File: src/rtl/profiler_pkg.sv
// rtl/profiler_pkg.sv - shared types, constants and slice helper for the phase profiler
package profiler_pkg;

   typedef enum logic [1:0] {
      ST_IDLE = 2'd0,
      ST_RUN  = 2'd1,
      ST_DONE = 2'd2
   } state_t;

   localparam logic [31:0] DEFAULT_MARKER = 32'h7fffffff;

   function automatic int slice_lo(input int idx, input int width);
      return idx * width;
   endfunction

endpackage

File: src/rtl/sat_counter.sv
// rtl/sat_counter.sv - saturating up-counter with synchronous clear
module sat_counter #(
   parameter int W = 32
) (
   input  logic         clk,
   input  logic         resetn,
   input  logic         clr,
   input  logic         inc,
   output logic [W-1:0] value,
   output logic         sat
);

   assign sat = &value;

   always_ff @(posedge clk or negedge resetn) begin
      if (!resetn) begin
         value <= '0;
      end else if (clr) begin
         value <= '0;
      end else if (inc && !sat) begin
         value <= value + W'(1);
      end
   end

endmodule

File: src/rtl/phase_profiler.sv
// rtl/phase_profiler.sv - chained per-phase cycle profiler with marker-terminated phases
module phase_profiler
   import profiler_pkg::*;
#(
   parameter int                NUM_PHASES = 2,
   parameter int                CNT_W      = 32,
   parameter int                DATA_W     = 32,
   parameter logic [DATA_W-1:0] MARKER     = DATA_W'(DEFAULT_MARKER),
   localparam int               CP_W       = (NUM_PHASES > 1) ? $clog2(NUM_PHASES) : 1
) (
   input  logic                       clk,
   input  logic                       resetn,
   input  logic                       start,
   input  logic [NUM_PHASES*DATA_W-1:0] rdata,
   output logic [NUM_PHASES*CNT_W-1:0]  counters,
   output logic [NUM_PHASES-1:0]      overflow,
   output logic [NUM_PHASES-1:0]      phase_done,
   output logic [CP_W-1:0]            cur_phase,
   output logic                       busy,
   output logic                       all_done,
   output logic [CNT_W-1:0]           total_cycles
);

   state_t                state_q, state_d;
   logic                  clr, run;
   logic [NUM_PHASES-1:0] hit, inc, sat;
   logic                  active_hit, last_phase;
   logic                  total_sat;

   assign active_hit = hit[cur_phase];
   assign last_phase = (cur_phase == CP_W'(NUM_PHASES - 1));
   assign busy       = (state_q == ST_RUN);
   assign all_done   = (state_q == ST_DONE);

   // Only the active phase's slice is compared for counting; others are ignored.
   for (genvar k = 0; k < NUM_PHASES; k++) begin : g_phase
      assign hit[k] = (rdata[slice_lo(k, DATA_W) +: DATA_W] == MARKER);
      assign inc[k] = run && !hit[k] && (cur_phase == CP_W'(k));

      sat_counter #(.W(CNT_W)) u_cnt (
         .clk    (clk),
         .resetn (resetn),
         .clr    (clr),
         .inc    (inc[k]),
         .value  (counters[slice_lo(k, CNT_W) +: CNT_W]),
         .sat    (sat[k])
      );
   end

   sat_counter #(.W(CNT_W)) u_total (
      .clk    (clk),
      .resetn (resetn),
      .clr    (clr),
      .inc    (run),
      .value  (total_cycles),
      .sat    (total_sat)
   );

   always_ff @(posedge clk or negedge resetn) begin
      if (!resetn) begin
         state_q <= ST_IDLE;
      end else begin
         state_q <= state_d;
      end
   end

   // start wins over any marker seen in the same cycle.
   always_comb begin
      state_d = state_q;
      clr     = 1'b0;
      run     = 1'b0;
      if (start) begin
         clr     = 1'b1;
         state_d = ST_RUN;
      end else if (state_q == ST_RUN) begin
         run = 1'b1;
         if (active_hit && last_phase) begin
            state_d = ST_DONE;
         end
      end
   end

   always_ff @(posedge clk or negedge resetn) begin
      if (!resetn) begin
         cur_phase  <= '0;
         phase_done <= '0;
         overflow   <= '0;
      end else if (clr) begin
         cur_phase  <= '0;
         phase_done <= '0;
         overflow   <= '0;
      end else if (run) begin
         overflow <= overflow | (inc & sat);
         if (active_hit) begin
            phase_done[cur_phase] <= 1'b1;
            if (!last_phase) begin
               cur_phase <= cur_phase + CP_W'(1);
            end
         end
      end
   end

endmodule

File: config.mk
export PLATFORM = sky130hd
export DESIGN_NAME = phase_profiler
export DESIGN_NICKNAME = d
export VERILOG_FILES = /design/src/rtl/profiler_pkg.sv /design/src/rtl/sat_counter.sv /design/src/rtl/phase_profiler.sv
export SDC_FILE = /design/constraint.sdc
export NUM_CORES = 1
export LEC_CHECK = 0
export ABC_CLOCK_PERIOD_IN_PS = 2100
export CAP_MARGIN = 25
export CORE_UTILIZATION = 30
export CTS_CLUSTER_DIAMETER = 50
export DETAILED_ROUTE_END_ITERATION = 10
export PLACE_DENSITY_LB_ADDON = 0.15
export SYNTH_ARGS = -nofsm -noshare
export SYNTH_HDL_FRONTEND = slang
export SYNTH_SLANG_ARGS = --single-unit
File: constraint.sdc
create_clock -name clk -period 2.1 [get_ports clk]
set_input_delay 0.42 -clock clk [delete_from_list [all_inputs] [get_ports clk]]
set_output_delay 0.42 -clock clk [all_outputs]
set_load 0.1 [all_outputs]
==> metrics.md <==
| Metric | Value |
|---|---|
| DR vias | `6429` |
| Syn. warnings | `0` |
| Crit path max fanout | `6` |
| Setup TNS Final | `-17.2 ps` |
| Leakage | `3.49 nW` |
| Number of synthesized flops with an enable pin | `0` |
| Switching Share | `0.251` |
| Largest net degree at the start of global routing | `60` |
| FF-to-FF Start | `g_phase[0].u_cnt.value[15]` |
| Sequential power share | `0.484` |
| Starting density of the core | `0.306` |
| Min-delay worst type | `input pin to async pin` |
| Crit start category | `flop` |
| Clock skew | `8.76 ps` |
| Primary FF master, synth | `dfrtp_1` |
| Die height | `143 um` |
| Syn nets | `715` |
| Switching power | `1.04 mW` |
| Internal | `3.11 mW` |
| Most common cell in the netlist | `dfrtp_1` |
| P&R area growth vs syn | `59.6%` |
| GRT Overall Usage | `0.189` |
| Flops & latches, synth | `103` |
| Pins Over Slew Limit | `0` |
| Core area | `19400 um^2` |
| Fin crit period | `2120 ps` |
| Power Dens Cells | `438 nW/um^2` |
| WP data arrival | `2330 ps` |
| RSZ-0062 raised after global routing | `true` |
| Root buffer cell | `clkbuf_16` |
| Synth top area share | `0.434` |
| Post-Synthesis Cell Area | `5930 um^2` |
| Fin nets | `962` |
| Synth cell types | `53` |
| Fin crit share | `1.01` |
| Detail Route Antenna Nets | `0` |
| Worst-path clk slew | `70 ps` |
| Synth async-reset ratio | `1.00` |
| DR pass1 iterations | `5` |
| Clk network pwr share | `0.414` |
| Mean Syn Cell Area | `9.20 um^2` |
| Sequential share of the synthesized area | `0.434` |
| Initial antenna violation count | `1` |
| Critical path class | `flop to flop` |
| Detailed Route WL | `19900 um` |
| First-pass GRT wire length | `30700 um` |
| Total I/O pin count | `170` |
| Failing checks | `negative setup slack` |
| Vias in the first global route | `6072` |
| Worst skew pair latency | `360 ps` |
| Worst path required time | `2320 ps` |
| Clock tree buffer depth | `2` |
| Top cells by count, synth | `dfrtp_1, a21oi_1, or4_1` |
| Reg2reg setup slack | `-20 ps` |
| TritonCTS clock tree | `done` |
| Critical path endpoint category | `flop` |
| Clock sink total | `103` |
| R2r worst-path depth | `6` |
| Number of H-tree levels | `3` |
| CTS Hold Buffers Added | `0` |
| Final Hold Viols | `0` |
| Final Worst Setup Slack | `-17.2 ps` |
| Combinational share of power | `0.102` |
| Run status | `finished, violations left` |
| Synth area leader | `dfrtp_1` |
| I/O Buffers | `169` |
| Vias per cell | `5.53` |
| Max-cap violations | `0` |
| Capture point of the worst path | `g_phase[0].u_cnt.value[29]` |
| Mapped Cells | `645` |
| Rel. slew slack | `0.555` |
| Slew @ Worst Pin | `668 ps` |
| Setup crit start | `g_phase[0].u_cnt.value[15]` |
| Routability cong. | `0.838` |
| CTS Buf Count | `9` |
| Drt drc | `0` |
| Iteration-0 DRC Markers | `321` |
| Row Count | `51` |
| Dominant cells by area after synthesis | `dfrtp_1, or4_1, o31ai_1` |
| Worst hold slack | `4.63 ps` |
| Chip width | `143 um` |
| Fmax | `0.472 GHz` |
| WL/cell | `17.1 um` |
| Final Setup Violations | `1` |
| # diodes | `0` |
| Reg2reg end | `g_phase[0].u_cnt.value[29]` |
| DIE AREA | `20300 um^2` |
| Grt total ovfl | `0` |
| Peak VDD IR | `0.391 mV` |
| Share of post-route cells with drive strength above 1 | `0.440` |
| Post-detail-place hpwl | `13700 um` |
logic make-up after synthesis:
kind of cell / share of synthesized area
compound gates: 0.202
fa+ha+maj: 0.00633
buf+inv: 0.0447
flops: 0.434
mux: 0.0186
simple gates: 0.294
placed cells by master, fill, tap and decap left out, types with 8 or more instances in the layout:
| cell | n |
|---|---|
| nor2_1 | 21 |
| nand2_1 | 39 |
| dfrtp_2 | 17 |
| buf_6 | 8 |
| buf_4 | 186 |
| clkbuf_16 | 11 |
| and4_1 | 8 |
| nor4_1 | 8 |
| o31ai_1 | 50 |
| buf_12 | 10 |
| inv_1 | 16 |
| o21ai_0 | 21 |
| and3_1 | 8 |
| or4_1 | 50 |
| nand4_1 | 39 |
| dfrtp_4 | 80 |
| a21oi_1 | 68 |
| or3_1 | 17 |
| nand3_1 | 32 |
| clkdlybuf4s50_1 | 64 |
power groups by stage:
stage / Clock, mW / Sequential [mW] / Combinational, mW
global route: 1.85 / 2.01 / 0.457
floorplan: 0 / 2.13 / 0.0931
global placement: 0 / 2.05 / 0.408
detailed placement: 0 / 2.05 / 0.414
CTS: 1.79 / 2.01 / 0.418
finish: 1.72 / 2.01 / 0.424
sequential cells by signal, indices dropped and copies added (netlist names):
signal and count:
g_phase.u_cnt.value 64, u_total.value 32, overflow 2, phase_done 2
state_q 2, cur_phase 1
cell type report:
class                           count  area, um^2
Fill cell                        1865        9930
Multi-Input combinational cell    490        3490
Sequential cell                   103        2900
Timing Repair Buffer              272        2400
Tap cell                          265         332
Clock buffer                       11         233
Inverter                           16        60.1
Clock inverter                      5        58.8
worst max-delay path, cell delays in order (launching register included):
cell and delay (ps):
dfrtp_4 400, and4_4 260, nand4_1 230, a2111o_1 520, buf_4 180, o31ai_1 300, a21oi_2 90
per-layer routing:
metal,part of all wire,vias up,GRT usage
met2,0.51,146,0.330
li1,-,3043,-
met4,0.0073,2,0.0424
met5,0.00055,-,0
met1,0.43,3223,0.235
met3,0.049,15,0.0439
through the flow:
step | setup WS, ps | instances | cell area, um^2 | total power, mW | utilization
after global placement | -485 | 1118 | 8740 | 2.46 | 0.450
after floorplan | -182 | 645 | 6530 | 2.22 | -
after CTS | -40.2 | 1145 | 9140 | 4.21 | 0.471
final | -17.2 | 1162 | 9470 | 4.15 | 0.488
after global routing | -126 | 1162 | 9470 | 4.32 | 0.488
after detailed placement | -424 | 1118 | 8740 | 2.47 | 0.450
worst min path at each step:
stage,startpoint,endpoint,slack [ps],cells past startpoint
after floorplan,resetn,g_phase[0].u_cnt.value[12],120,0
after global placement,resetn,u_total.value[12],400,1
after detailed placement,resetn,u_total.value[14],410,1
after CTS,resetn,u_total.value[14],10,1
after global routing,resetn,u_total.value[12],30,1
final,resetn,u_total.value[12],5,1
timing repair:
| action | in CTS | in global routing |
|---|---|---|
| resized for setup | 7 | 37 |
| pin swaps | 7 | 24 |
| gates cloned | 0 | 5 |
| endpoints found under the setup margin | 25 | 62 |
| endpoints found under the hold margin | 0 | 0 |
| setup buffers | 11 | 12 |
No activity file was read; power rests on OpenSTA's default activity.
